--- config.mk ---
export PLATFORM = sky130hd
export DESIGN_NAME = riscv_bus_arbiter
export DESIGN_NICKNAME = d
export VERILOG_FILES = /design/src/rtl/riscv_bus_pkg.sv /design/src/rtl/riscv_bus_prio.sv /design/src/rtl/riscv_bus_arbiter.sv
export SDC_FILE = /design/constraint.sdc
export NUM_CORES = 1
export LEC_CHECK = 0
export BUFFER_PORTS_ARGS = -buffer_cell sky130_fd_sc_hd__buf_2
export CAP_MARGIN = 20
export CORE_AREA = 2 2 107 109
export CTS_CLUSTER_DIAMETER = 80
export CTS_CLUSTER_SIZE = 24
export DETAILED_ROUTE_END_ITERATION = 8
export DIE_AREA = 0 0 109 111
export PLACE_DENSITY_LB_ADDON = 0.05
export SETUP_SLACK_MARGIN = 0.3
export SLEW_MARGIN = 20
export SYNTH_ARGS = -nofsm -noshare
export SYNTH_HDL_FRONTEND = slang
export SYNTH_SLANG_ARGS = --single-unit
--- constraint.sdc ---
create_clock -name clk -period 1.8 [get_ports clk]
set_clock_uncertainty 0.15 [all_clocks]
set_input_delay 0.27 -clock clk [delete_from_list [all_inputs] [get_ports clk]]
set_output_delay 0.27 -clock clk [all_outputs]
set_load 0.01 [all_outputs]
--- src/rtl/riscv_bus_pkg.sv ---
`default_nettype none
// ============================================================================
//  Module      : riscv_bus_pkg
//  Description : Shared types and default widths for the fetch/data bus
//                arbiter (FSM states, bus owner, starve counter width).
//  Revision    : 1.0 - initial release
// ============================================================================
package riscv_bus_pkg;

  localparam int unsigned DEF_ADDR_W   = 32;
  localparam int unsigned DEF_DATA_W   = 32;
  localparam int unsigned STARVE_CNT_W = 4;

  typedef enum logic [1:0] {
    IDLE = 2'd0,
    REQ  = 2'd1,
    RESP = 2'd2
  } bus_state_e;

  typedef enum logic {
    OWN_IF = 1'b0,
    OWN_DM = 1'b1
  } bus_owner_e;

endpackage
`default_nettype wire

--- src/rtl/riscv_bus_prio.sv ---
`default_nettype none
// ============================================================================
//  Module      : riscv_bus_prio
//  Description : Winner selection for the bus arbiter. Data wins by default;
//                after STARVE_MAX data grants taken while fetch waits, fetch
//                wins once so it always makes forward progress.
//  Revision    : 1.0 - initial release
// ============================================================================
module riscv_bus_prio
  import riscv_bus_pkg::*;
#(
  parameter int unsigned STARVE_MAX = 4
) (
  input  logic       clk,
  input  logic       rst_n,
  input  logic       i_if_req,
  input  logic       i_dm_req,
  input  logic       i_decide,
  output bus_owner_e o_winner
);

  localparam logic [STARVE_CNT_W-1:0] C_STARVE_MAX = STARVE_CNT_W'(STARVE_MAX);
  localparam logic [STARVE_CNT_W-1:0] C_CNT_ONE    = STARVE_CNT_W'(1);

  logic [STARVE_CNT_W-1:0] starve_cnt_q;
  logic [STARVE_CNT_W-1:0] starve_cnt_d;
  logic                    w_starved;

  assign w_starved = (starve_cnt_q == C_STARVE_MAX);

  // Fetch wins when data is absent or fetch has been starved long enough
  always_comb begin
    o_winner = OWN_IF;
    if (i_if_req && (!i_dm_req || w_starved)) begin
      o_winner = OWN_IF;
    end else if (i_dm_req) begin
      o_winner = OWN_DM;
    end
  end

  // Count data grants that overtook a waiting fetch; anything else clears it
  always_comb begin
    starve_cnt_d = starve_cnt_q;
    if (i_decide) begin
      if ((o_winner == OWN_DM) && i_if_req) begin
        if (starve_cnt_q < C_STARVE_MAX) begin
          starve_cnt_d = starve_cnt_q + C_CNT_ONE;
        end
      end else begin
        starve_cnt_d = '0;
      end
    end
  end

  // Starve counter register
  always_ff @(posedge clk or negedge rst_n) begin
    if (!rst_n) begin
      starve_cnt_q <= '0;
    end else begin
      starve_cnt_q <= starve_cnt_d;
    end
  end

endmodule
`default_nettype wire

--- src/rtl/riscv_bus_arbiter.sv ---
`default_nettype none
// ============================================================================
//  Module      : riscv_bus_arbiter
//  Description : Shares the single memory bus between the fetch stage and the
//                data/MEM stage. One outstanding access at a time, responses
//                routed to the owner, and a MEM-stage stall for the hazard
//                unit. A late/unexpected bus response raises a sticky error.
//  Revision    : 1.0 - initial release
// ============================================================================
module riscv_bus_arbiter
  import riscv_bus_pkg::*;
#(
  parameter int unsigned ADDR_W     = DEF_ADDR_W,
  parameter int unsigned DATA_W     = DEF_DATA_W,
  parameter int unsigned STARVE_MAX = 4
) (
  input  logic                  clk,
  input  logic                  rst_n,
  // fetch port
  input  logic                  i_if_req,
  input  logic [ADDR_W-1:0]     i_if_addr,
  output logic                  o_if_gnt,
  output logic                  o_if_rvalid,
  output logic [DATA_W-1:0]     o_if_rdata,
  // data port
  input  logic                  i_dm_req,
  input  logic                  i_dm_we,
  input  logic [DATA_W/8-1:0]   i_dm_be,
  input  logic [ADDR_W-1:0]     i_dm_addr,
  input  logic [DATA_W-1:0]     i_dm_wdata,
  output logic                  o_dm_gnt,
  output logic                  o_dm_rvalid,
  output logic [DATA_W-1:0]     o_dm_rdata,
  // memory bus
  output logic                  o_bus_req,
  output logic                  o_bus_we,
  output logic [DATA_W/8-1:0]   o_bus_be,
  output logic [ADDR_W-1:0]     o_bus_addr,
  output logic [DATA_W-1:0]     o_bus_wdata,
  input  logic                  i_bus_gnt,
  input  logic                  i_bus_rvalid,
  input  logic [DATA_W-1:0]     i_bus_rdata,
  // pipeline / status
  output logic                  o_bus_stallM,
  output logic                  o_proto_err
);

  localparam int unsigned BE_W = DATA_W / 8;

  bus_state_e state_q;
  bus_state_e state_d;
  bus_owner_e owner_q;
  bus_owner_e owner_d;
  logic       proto_err_q;
  logic       proto_err_d;

  logic       w_decide;
  logic       w_owner_req;
  bus_owner_e w_winner;

  riscv_bus_prio #(
    .STARVE_MAX (STARVE_MAX)
  ) u_prio (
    .clk      (clk),
    .rst_n    (rst_n),
    .i_if_req (i_if_req),
    .i_dm_req (i_dm_req),
    .i_decide (w_decide),
    .o_winner (w_winner)
  );

  // The owner keeps the bus only while it still asserts its request
  assign w_owner_req = (owner_q == OWN_IF) ? i_if_req : i_dm_req;

  // Next-state and output decode of the arbitration FSM
  always_comb begin
    state_d     = state_q;
    owner_d     = owner_q;
    w_decide    = 1'b0;
    proto_err_d = proto_err_q | (i_bus_rvalid && (state_q != RESP));

    o_if_gnt    = 1'b0;
    o_if_rvalid = 1'b0;
    o_if_rdata  = '0;
    o_dm_gnt    = 1'b0;
    o_dm_rvalid = 1'b0;
    o_dm_rdata  = '0;
    o_bus_req   = 1'b0;
    o_bus_we    = 1'b0;
    o_bus_be    = '0;
    o_bus_addr  = '0;
    o_bus_wdata = '0;

    case (state_q)
      IDLE: begin
        if (i_if_req || i_dm_req) begin
          w_decide = 1'b1;
          owner_d  = w_winner;
          state_d  = REQ;
        end
      end

      REQ: begin
        o_bus_req = w_owner_req;
        if (owner_q == OWN_IF) begin
          o_bus_we    = 1'b0;
          o_bus_be    = {BE_W{1'b1}};
          o_bus_addr  = i_if_addr;
          o_bus_wdata = '0;
        end else begin
          o_bus_we    = i_dm_we;
          o_bus_be    = i_dm_be;
          o_bus_addr  = i_dm_addr;
          o_bus_wdata = i_dm_wdata;
        end
        // A withdrawn request beats a same-cycle bus grant
        if (!w_owner_req) begin
          state_d = IDLE;
        end else if (i_bus_gnt) begin
          o_if_gnt = (owner_q == OWN_IF);
          o_dm_gnt = (owner_q == OWN_DM);
          state_d  = RESP;
        end
      end

      RESP: begin
        if (i_bus_rvalid) begin
          if (owner_q == OWN_IF) begin
            o_if_rvalid = 1'b1;
            o_if_rdata  = i_bus_rdata;
          end else begin
            o_dm_rvalid = 1'b1;
            o_dm_rdata  = i_bus_rdata;
          end
          state_d = IDLE;
        end
      end

      default: begin
        state_d = IDLE;
      end
    endcase
  end

  // MEM stalls until its response is back; forced low while in reset
  assign o_bus_stallM = rst_n & i_dm_req & ~o_dm_rvalid;
  assign o_proto_err  = proto_err_q;

  // FSM state, owner and sticky error registers
  always_ff @(posedge clk or negedge rst_n) begin
    if (!rst_n) begin
      state_q     <= IDLE;
      owner_q     <= OWN_IF;
      proto_err_q <= 1'b0;
    end else begin
      state_q     <= state_d;
      owner_q     <= owner_d;
      proto_err_q <= proto_err_d;
    end
  end

endmodule
`default_nettype wire

==> impl_metrics.toml, run 1 <==
[outcome]
status = "finished, violations left"
violations = "setup timing"

[cells_and_area]
final_layout_size_suffix_gt1_frac = 0.718
stdcell_area_mm2 = 0.00427
n_antenna_cell = 0
area_growth_pct = 156
fillers = 1154
final_common_cell = "buf_2"
final_nets = 675
final_cell_mix = "buf_2 (244), buf_6 (42), and2_4 (33)"

[timing]
setup_viol = 133
worstMarginPinSlew_ns = 0.349
hold_viol_final = 0
finalCriticalPeriod_ns = 1.94
fmax_ghz = 0.516
worst_slack_ns = -0.136
fin_crit_sh = 1.08
report.final.slew_viol_count = 0
whs_ns = 0.129
rsz0062_at_grt = "true"
final.setup.tns_ns = -8.58
maxSlewHeadroom = 0.766

[floorplanning]
die_x_um = 109
die_h_um = 111
pin_count = 279
num_rows = 39
core_area_mm2 = 0.0111
start_util = 0.150
die-area_mm2 = 0.0121

[global_route]
antenna_found_initial = 0
grt_pass1_wl_um = 13100
grt_pass1_vias = 2487
grt_max_degree = 34
gr-total-overflow = 0
track_usage = 0.138

[place]
numPortBuffers = 278
postPlaceCellArea_mm2 = 0.00335
gp_congestion = 0.766
hpwlAfterDp_um = 7080

[hold_path]
hold_end = "state_q[1]$_DFFE_PN0P_"
min-delay-start = "i_bus_rvalid"
min_path_cells = 2
hold_class = "in2reg"

[setup_path]
ff2ff_setup_slack_ns = 0.30
required_ns = 1.38
crit_fanout = 33
rr_startpoint = "owner_q$_DFFE_PN0P_"
critPathLaunchType = "flip-flop"
cp-end-kind = "primary output"
cp.arrival_ns = 1.52
r2r_end = "state_q[0]$_DFFE_PN0P_"
critical_path_class = "reg2out"
r2r_cells = 6

[yosys]
ys_warn_count = 0
synth_nets = 381
synth_area_mm2 = 0.00166
synth.ff_latch_count = 8
yosysSeqAreaShare = 0.120
synth_cells = 240
synth.avg_cell_area_um2 = 6.93
ys_types = 33

[drt]
viasPerCell = 4.13
drtPass1Iterations = 4
met1_length_um = 3340
routed_wl_um = 9740
top_layer_used = "met4"
wl_met2_um = 5510
drt.antenna.violating_nets = 0
vias = 2786
drtIter0Drc = 50
avgRoutedWirePerCell_um = 14.4
wl_met3_um = 866
drcViolationCount = 0

[clocking]
root_buffer = "clkbuf_16"
clk_pin_slew_ns = 0.04
cts.sinks = 8
clock_path_buffers = 2
tritoncts = "built"
cts_inserted_buffers = 3
htree_levels = 1
clock_latency_ns = 0.23

[flow_run]
cap_violations = 0

[power_and_ir_drop]
powerDensity_mw_per_mm2 = 1070
p_leak_nw = 2.56
ir_drop_uv = 551
## power by group
part | switching (mW) | internal, mW
clock | 0.0875 | 0.286
combinational | 1.85 | 2.05
sequential | 0.0707 | 0.241
## kinds of logic after synthesis
logic type | Yosys count | synth area share
mux | 33 | 0.198
compound gates | 15 | 0.0572
buf+inv | 28 | 0.0789
simple gates | 154 | 0.530
flops | 8 | 0.120
fa+ha+maj | 2 | 0.0150
## critical path, stage by stage, from the launching register on
cell and delay [ns]:
dfrtp_2 0.42, nand2b_4 0.17, nor3b_4 0.22, buf_12 0.19
and2_1 0.14, buf_2 0.12
## timing repair
item / in CTS / in global routing
endpoints found under the hold margin: 8 / 0
hold buffers: 1 / 0
setup endpoints to repair: 140 / 143
setup buffers: 9 / 2
resized for setup: 39 / 76
pin swaps: 9 / 26
cloned: 5 / 5
## layout make-up
type                            instances  area (um2)  area share
Clock buffer                            3        75.1      0.0176
Timing Repair Buffer                  311        2170       0.508
Inverter                                6        22.5     0.00528
Multi-Input combinational cell        204        1620       0.380
Sequential cell                         8         204      0.0478
Tap cell                              143         179      0.0419
## per-stage QoR
stage                     power [mW]   util  instances  worst slack [ns]
after detailed placement        3.26  0.302        650            0.0584
after global placement          3.27  0.302        650            0.0456
after floorplan                 2.09      -        240             0.213
final                           4.58  0.385        675            -0.136
after CTS                       4.30  0.343        668            -0.161
after global routing            4.90  0.385        675            -0.209
## sequential cells by signal, indices dropped and copies added, names as in the netlist
name                 count
state_q                  2
o_proto_err              1
owner_q                  1
u_prio.starve_cnt_q      4
## layer usage
layer  GRT usage  up-vias
met3      0.0294        2
met5           0        -
met4      0.0103        0
li1            -     1385
met2       0.288      149
met1       0.139     1250
## cells in the mapped netlist
master	count	area (um2)
a21boi_0	1	7.51
a21o_1	1	7.51
a21oi_1	6	30.0
a2bb2oi_1	1	8.76
a31oi_1	2	12.5
and2_1	64	400
and3_1	33	206
and4b_1	1	10.0
and4bb_2	1	12.5
buf_2	7	35.0
buf_4	3	22.5
clkbuf_1	9	33.8
clkbuf_2	2	10.0
clkbuf_4	1	7.51
dfrtp_1	8	200
ha_1	2	25.0
inv_1	6	22.5
mux2i_1	33	330
nand2_1	5	18.8
nand2b_1	2	12.5
nand3_1	2	10.0
nand3b_1	1	7.51
nor2_1	37	139
nor2b_1	2	12.5
nor3_1	2	10.0
nor3b_1	1	7.51
nor3b_4	1	18.8
nor4bb_1	1	10.0
o211ai_1	1	7.51
o21bai_1	1	7.51
o22ai_1	1	6.26
o31ai_1	1	7.51
or2_2	1	6.26
## how the worst max path moves through the flow
stage                      startpoint              to  slack [ns]  depth (start not counted)
3_3_place_gp      owner_q$_DFFE_PN0P_  o_bus_addr[22]        0.05                          4
5_1_grt        state_q[0]$_DFFE_PN0P_   o_if_rdata[5]       -0.21                          5
2_1_floorplan  state_q[0]$_DFFE_PN0P_  o_if_rdata[10]        0.21                          4
3_5_place_dp      owner_q$_DFFE_PN0P_  o_bus_addr[22]        0.06                          4
6_report       state_q[0]$_DFFE_PN0P_   o_if_rdata[9]       -0.14                          5
4_1_cts        state_q[0]$_DFFE_PN0P_  o_if_rdata[26]       -0.16                          5
No activity file was read; power rests on OpenSTA's default activity.
==> run 2: changes to the inputs <==
==> constraint.sdc (replaced) <==
create_clock -name clk -period 1.8 [get_ports clk]
set_clock_uncertainty 0.15 [all_clocks]
set_input_delay 0.54 -clock clk [delete_from_list [all_inputs] [get_ports clk]]
set_output_delay 0.54 -clock clk [all_outputs]
set_load 0.01 [all_outputs]
==> run 2 against run 1 <==
Net effect: the flow still finishes with violations (setup timing); register-to-register slack lost 0.20 ns; core utilization up 8.0 points; first-iteration DRC count increased by 70%; combinational power up 36%; final area grew 21%; wire length is 0.81% lower; critical path type unchanged; largest cell class unchanged.
==> impl_metrics.toml, run 2 (synthesis results as in run 1) <==
[clocking]
cts_hold_buf = 0
htree_levels = 1
cts_inserted_buffers = 3
tritoncts = "built"
clk_pin_slew_ns = 0.04
clock_path_buffers = 2
clock_latency_ns = 0.24
root_buffer = "clkbuf_16"
cts.sinks = 8

[timing]
fmax_ghz = 0.444
maxSlewHeadroom = 0.778
final.setup.tns_ns = -50.87
fin_crit_sh = 1.25
setup_viol = 139
finalCriticalPeriod_ns = 2.25
worstMarginPinSlew_ns = 0.331
hold_viol_final = 0
whs_ns = 0.0671
rsz0062_at_grt = "true"
report.final.slew_viol_count = 0
worst_slack_ns = -0.451

[outcome]
status = "finished, violations left"
violations = "setup timing"

[cells_and_area]
largest-register = "u_prio.starve_cnt_q"
final_layout_size_suffix_gt1_frac = 0.837
final_cell_mix = "buf_2 (198), buf_6 (89), and2_4 (48)"
largestRegisters = "u_prio.starve_cnt_q x4, state_q x2"
area_growth_pct = 210
final_util = 0.465
final_common_cell = "buf_2"
largest_reg_flops = 4
final_nets = 689
n_antenna_cell = 0

[setup_path]
crit_fanout = 18
cpLargestDelayFamily = "simple AND/OR/NAND/NOR gates"
critPathBufInv = 3
crit_chain = "buf_4, and4b_2, buf_12, and2_4, buf_6"
critical_path_class = "reg2out"
cp.arrival_ns = 1.56
slowest_stage = "dfrtp_1"
required_ns = 1.11
critPathLaunchType = "flip-flop"
slowest_delay_ns = 0.38
cp-end-kind = "primary output"

[global_route]
grt_pass1_wl_um = 13900
grt_util_met1 = 0.140
grt_pass1_vias = 2877
track_usage = 0.143
globalRouteMet2Util = 0.297
grt_max_degree = 34
gr-total-overflow = 0
use_met3 = 0.0247
antenna_found_initial = 0
busiest_layer = "met2"

[place]
hpwlAfterDp_um = 7190
gp_congestion = 0.758
numPortBuffers = 278

[drt]
drtIter0Drc = 85
drt.antenna.violating_nets = 0
drcViolationCount = 0
drtPass1Iterations = 4
viasPerCell = 4.25
avgRoutedWirePerCell_um = 14.0
routed_wl_um = 9660
vias = 2931

[hold_path]
hold_class = "in2async"

[floorplanning]
core_area_mm2 = 0.0111
die_x_um = 109
die_h_um = 111
pin_count = 279
start_util = 0.150
die-area_mm2 = 0.0121
num_rows = 39

[flow_run]
cap_violations = 0

[power_and_ir_drop]
p_total_mw = 6.02
ir_drop_uv = 578
powerDensity_mw_per_mm2 = 1170
p_leak_nw = 2.69
==> run 2: changes by cell type in the layout (fill, tap and decap cells not counted), sizes merged <==
cell         change
buf             +16
dlygate4sd3      -1
bufbuf           +1
clkbuf           -2
==> run 2: timing repair <==
action,CTS,global route
resized for setup,82,64
setup endpoints to repair,142,142
cloned,4,3
pin swaps,1,19
buffers inserted,7,4
==> run 2: path summary, 6_finish.rpt <==
check / slack [ns] / cells past startpoint / to / from
max: -0.45 / 5 / o_dm_rdata[17] / state_q[0]$_DFFE_PN0P_
min: 0.07 / 2 / u_prio.starve_cnt_q[2]$_DFFE_PN0P_ / rst_n
max reg2reg: 0.10 / 6 / state_q[0]$_DFFE_PN0P_ / owner_q$_DFFE_PN0P_
min reg2reg: 0.31 / 1 / o_proto_err$_DFF_PN0_ / o_proto_err$_DFF_PN0_
max in group asynchronous: 1.28 / 2 / state_q[1]$_DFFE_PN0P_ / rst_n
min in group clk: 0.31 / 1 / o_proto_err$_DFF_PN0_ / o_proto_err$_DFF_PN0_
==> run 2: power by group <==
group | switching (mW) | leakage (nW) | internal, mW
registers | 0.0749 | 0.0964 | 0.244
clock network | 0.0901 | 0.0370 | 0.287
logic | 2.32 | 2.56 | 3.00
==> run 2: area by class of cell <==
cell class              instances  area [um2]
fillers                      1070        5930
repair buffers                325        2580
multi-input cells             204        2090
flip-flops and latches          8         205
well taps                     143         179
clock buffers                   3        75.1
inverters                       6        22.5
==> run 2: metal layers <==
| metal | share of wire | up-vias | wire length (um) |
|---|---|---|---|
| met5 | 0 | - | 0 |
| met2 | 0.58 | 151 | 5550 |
| met4 | 0.015 | 0 | 146 |
| met1 | 0.33 | 1353 | 3200 |
| li1 | - | 1414 | - |
| met3 | 0.078 | 13 | 757 |
==> run 2: metrics by stage <==
step | setup WS, ns | std cells | area, um2
after floorplan | -0.0563 | 240 | 2250
after global placement | -0.240 | 668 | 4000
after detailed placement | -0.253 | 668 | 4000
after CTS | -0.407 | 682 | 4770
after global routing | -0.510 | 689 | 5150
final | -0.451 | 689 | 5150
==> run 3: changes to the inputs <==
Settings changed: BUFFER_PORTS_ARGS -buffer_cell sky130_fd_sc_hd__buf_2 to not set, CORE_AREA 2 2 107 109 to 2 2 109 111, DIE_AREA 0 0 109 111 to 0 0 111 113, DONT_BUFFER_PORTS set to 1.
==> run 3 against run 2 <==
Net effect: the run still ends with setup timing left; sequential power barely moved; sequential share of layout area increased by 2.9 points; die area increased by 3.7%; largest cell class is now multi-input combinational cells.
==> impl_metrics.toml, run 3 (synthesis results as in run 1) <==
[clocking]
cts.sinks = 8
clock_latency_ns = 0.24
clk_pin_slew_ns = 0.04
cts_inserted_buffers = 3
htree_levels = 1
clock_path_buffers = 2
root_buffer = "clkbuf_16"
tritoncts = "built"

[floorplanning]
die-area_mm2 = 0.0125
pin_count = 279
core_area_mm2 = 0.0113
start_util = 0.148
die_h_um = 113
num_rows = 39
die_x_um = 111

[setup_path]
crit_fanout = 8
critical_path_class = "reg2out"
required_ns = 1.11
rr_startpoint = "owner_q$_DFFE_PN0P_"
cp-end-kind = "primary output"
critPathLaunchType = "flip-flop"
cp.arrival_ns = 1.42
r2r_end = "state_q[0]$_DFFE_PN0P_"
r2r_cells = 5
ff2ff_setup_slack_ns = 0.16
crit_start = "state_q[1]$_DFFE_PN0P_"
crit_end = "o_bus_addr[15]"

[cells_and_area]
final_nets = 401
final_common_cell = "nor2_4"
final_util = 0.263
largest_reg_flops = 4
area_growth_pct = 78.3
final_layout_size_suffix_gt1_frac = 0.610
n_antenna_cell = 0
fillers = 1189
instances_no_fill = 402
largestRegisters = "u_prio.starve_cnt_q x4, state_q x2"
final_cell_mix = "nor2_4 (35), and2_4 (32), and2_1 (32)"
largest-register = "u_prio.starve_cnt_q"

[timing]
fmax_ghz = 0.474
final.setup.tns_ns = -35.87
whs_ns = 0.251
hold_viol_final = 0
report.final.slew_viol_count = 0
worst_slack_ns = -0.308
worstMarginPinSlew_ns = 0.446
setup_viol = 139
finalCriticalPeriod_ns = 2.11
rsz0062_at_grt = "true"
fin_crit_sh = 1.17
maxSlewHeadroom = 0.702

[power_and_ir_drop]
p_int_mw = 2.47
ir_drop_uv = 649
powerDensity_mw_per_mm2 = 1560
swShare = 0.466
pwr-share-seq = 0.069
p_sw_mw = 2.15
p_leak_nw = 1.22
pwr-share-clk = 0.086
pwr-share-comb = 0.845

[place]
placed_cells = 391
numPortBuffers = 0
hpwlAfterDp_um = 5820
gp_congestion = 0.791
post-place-ws_ns = -0.0682

[outcome]
violations = "setup timing"
status = "finished, violations left"

[global_route]
gr-total-overflow = 0
grt_max_degree = 35
antenna_found_initial = 0
grt_pass1_vias = 1752
track_usage = 0.0960
grt_pass1_wl_um = 9640

[drt]
drcViolationCount = 0
drtIter0Drc = 40
routed_wl_um = 7040
vias = 1874
drt.antenna.violating_nets = 0
viasPerCell = 4.66
avgRoutedWirePerCell_um = 17.5
drtPass1Iterations = 4

[hold_path]
min_path_cells = 1
min-delay-start = "i_if_req"
hold_class = "in2reg"

[flow_run]
cap_violations = 0
run 3: cell types whose count changed in the layout (fill, tap and decap cells not counted), sizes merged:
cell	before	now
clkbuf	6	7
dlygate4sd3	0	1
bufbuf	1	0
buf	321	33
run 3: final cells by class:
| type | instances | area (um2) | area share |
|---|---|---|---|
| timing repair buffer | 37 | 515 | 0.174 |
| sequential | 8 | 205 | 0.0691 |
| tap | 143 | 179 | 0.0603 |
| inverter | 6 | 22.5 | 0.00759 |
| clock buffer | 4 | 78.8 | 0.0266 |
| multi-input combinational | 204 | 1970 | 0.663 |
run 3: worst min path at each step:
stage,to,slack (ns)
after floorplan,o_proto_err$_DFF_PN0_,0.09
after global placement,u_prio.starve_cnt_q[2]$_DFFE_PN0P_,0.09
after detailed placement,u_prio.starve_cnt_q[3]$_DFFE_PN0P_,0.09
after CTS,state_q[1]$_DFFE_PN0P_,0.25
after global routing,state_q[1]$_DFFE_PN0P_,0.25
final,owner_q$_DFFE_PN0P_,0.25
run 3: repair_timing:
action	in CTS	in global routing
endpoints found under the hold margin	8	0
hold buffers	1	0
gates resized for setup	11	19
pin swaps	5	26
gates cloned	0	3
endpoints found under the setup margin	140	141
setup buffers	3	0
run 3: routing by layer:
metal / vias up / global-route usage / part of all wire
met3: 8 / 0.0214 / 0.088
li1: 839 / - / -
met4: 0 / 0.0183 / 0.0088
met1: 870 / 0.0903 / 0.32
met2: 157 / 0.208 / 0.59
met5: - / 0 / 0
run 3: per-stage QoR:
| step | power [mW] | instance area [um2] |
|---|---|---|
| floorplan | 2.89 | 2250 |
| global placement | 3.80 | 2630 |
| detailed placement | 3.77 | 2630 |
| CTS | 4.34 | 2800 |
| global route | 4.88 | 2970 |
| finish | 4.62 | 2970 |
run 3: critical path: stages, from the launching register on:
cell	delay [ns]
dfrtp_2	0.44
buf_4	0.15
nand2b_4	0.23
clkbuf_16	0.22
nor2_4	0.13
run 3: power by group through the flow:
stage,combinational (mW),sequential [mW],clock (mW)
detailed placement,3.45,0.322,0
floorplan,2.60,0.293,0
global placement,3.48,0.323,0
finish,3.90,0.318,0.396
CTS,3.62,0.319,0.399
global route,4.13,0.330,0.413
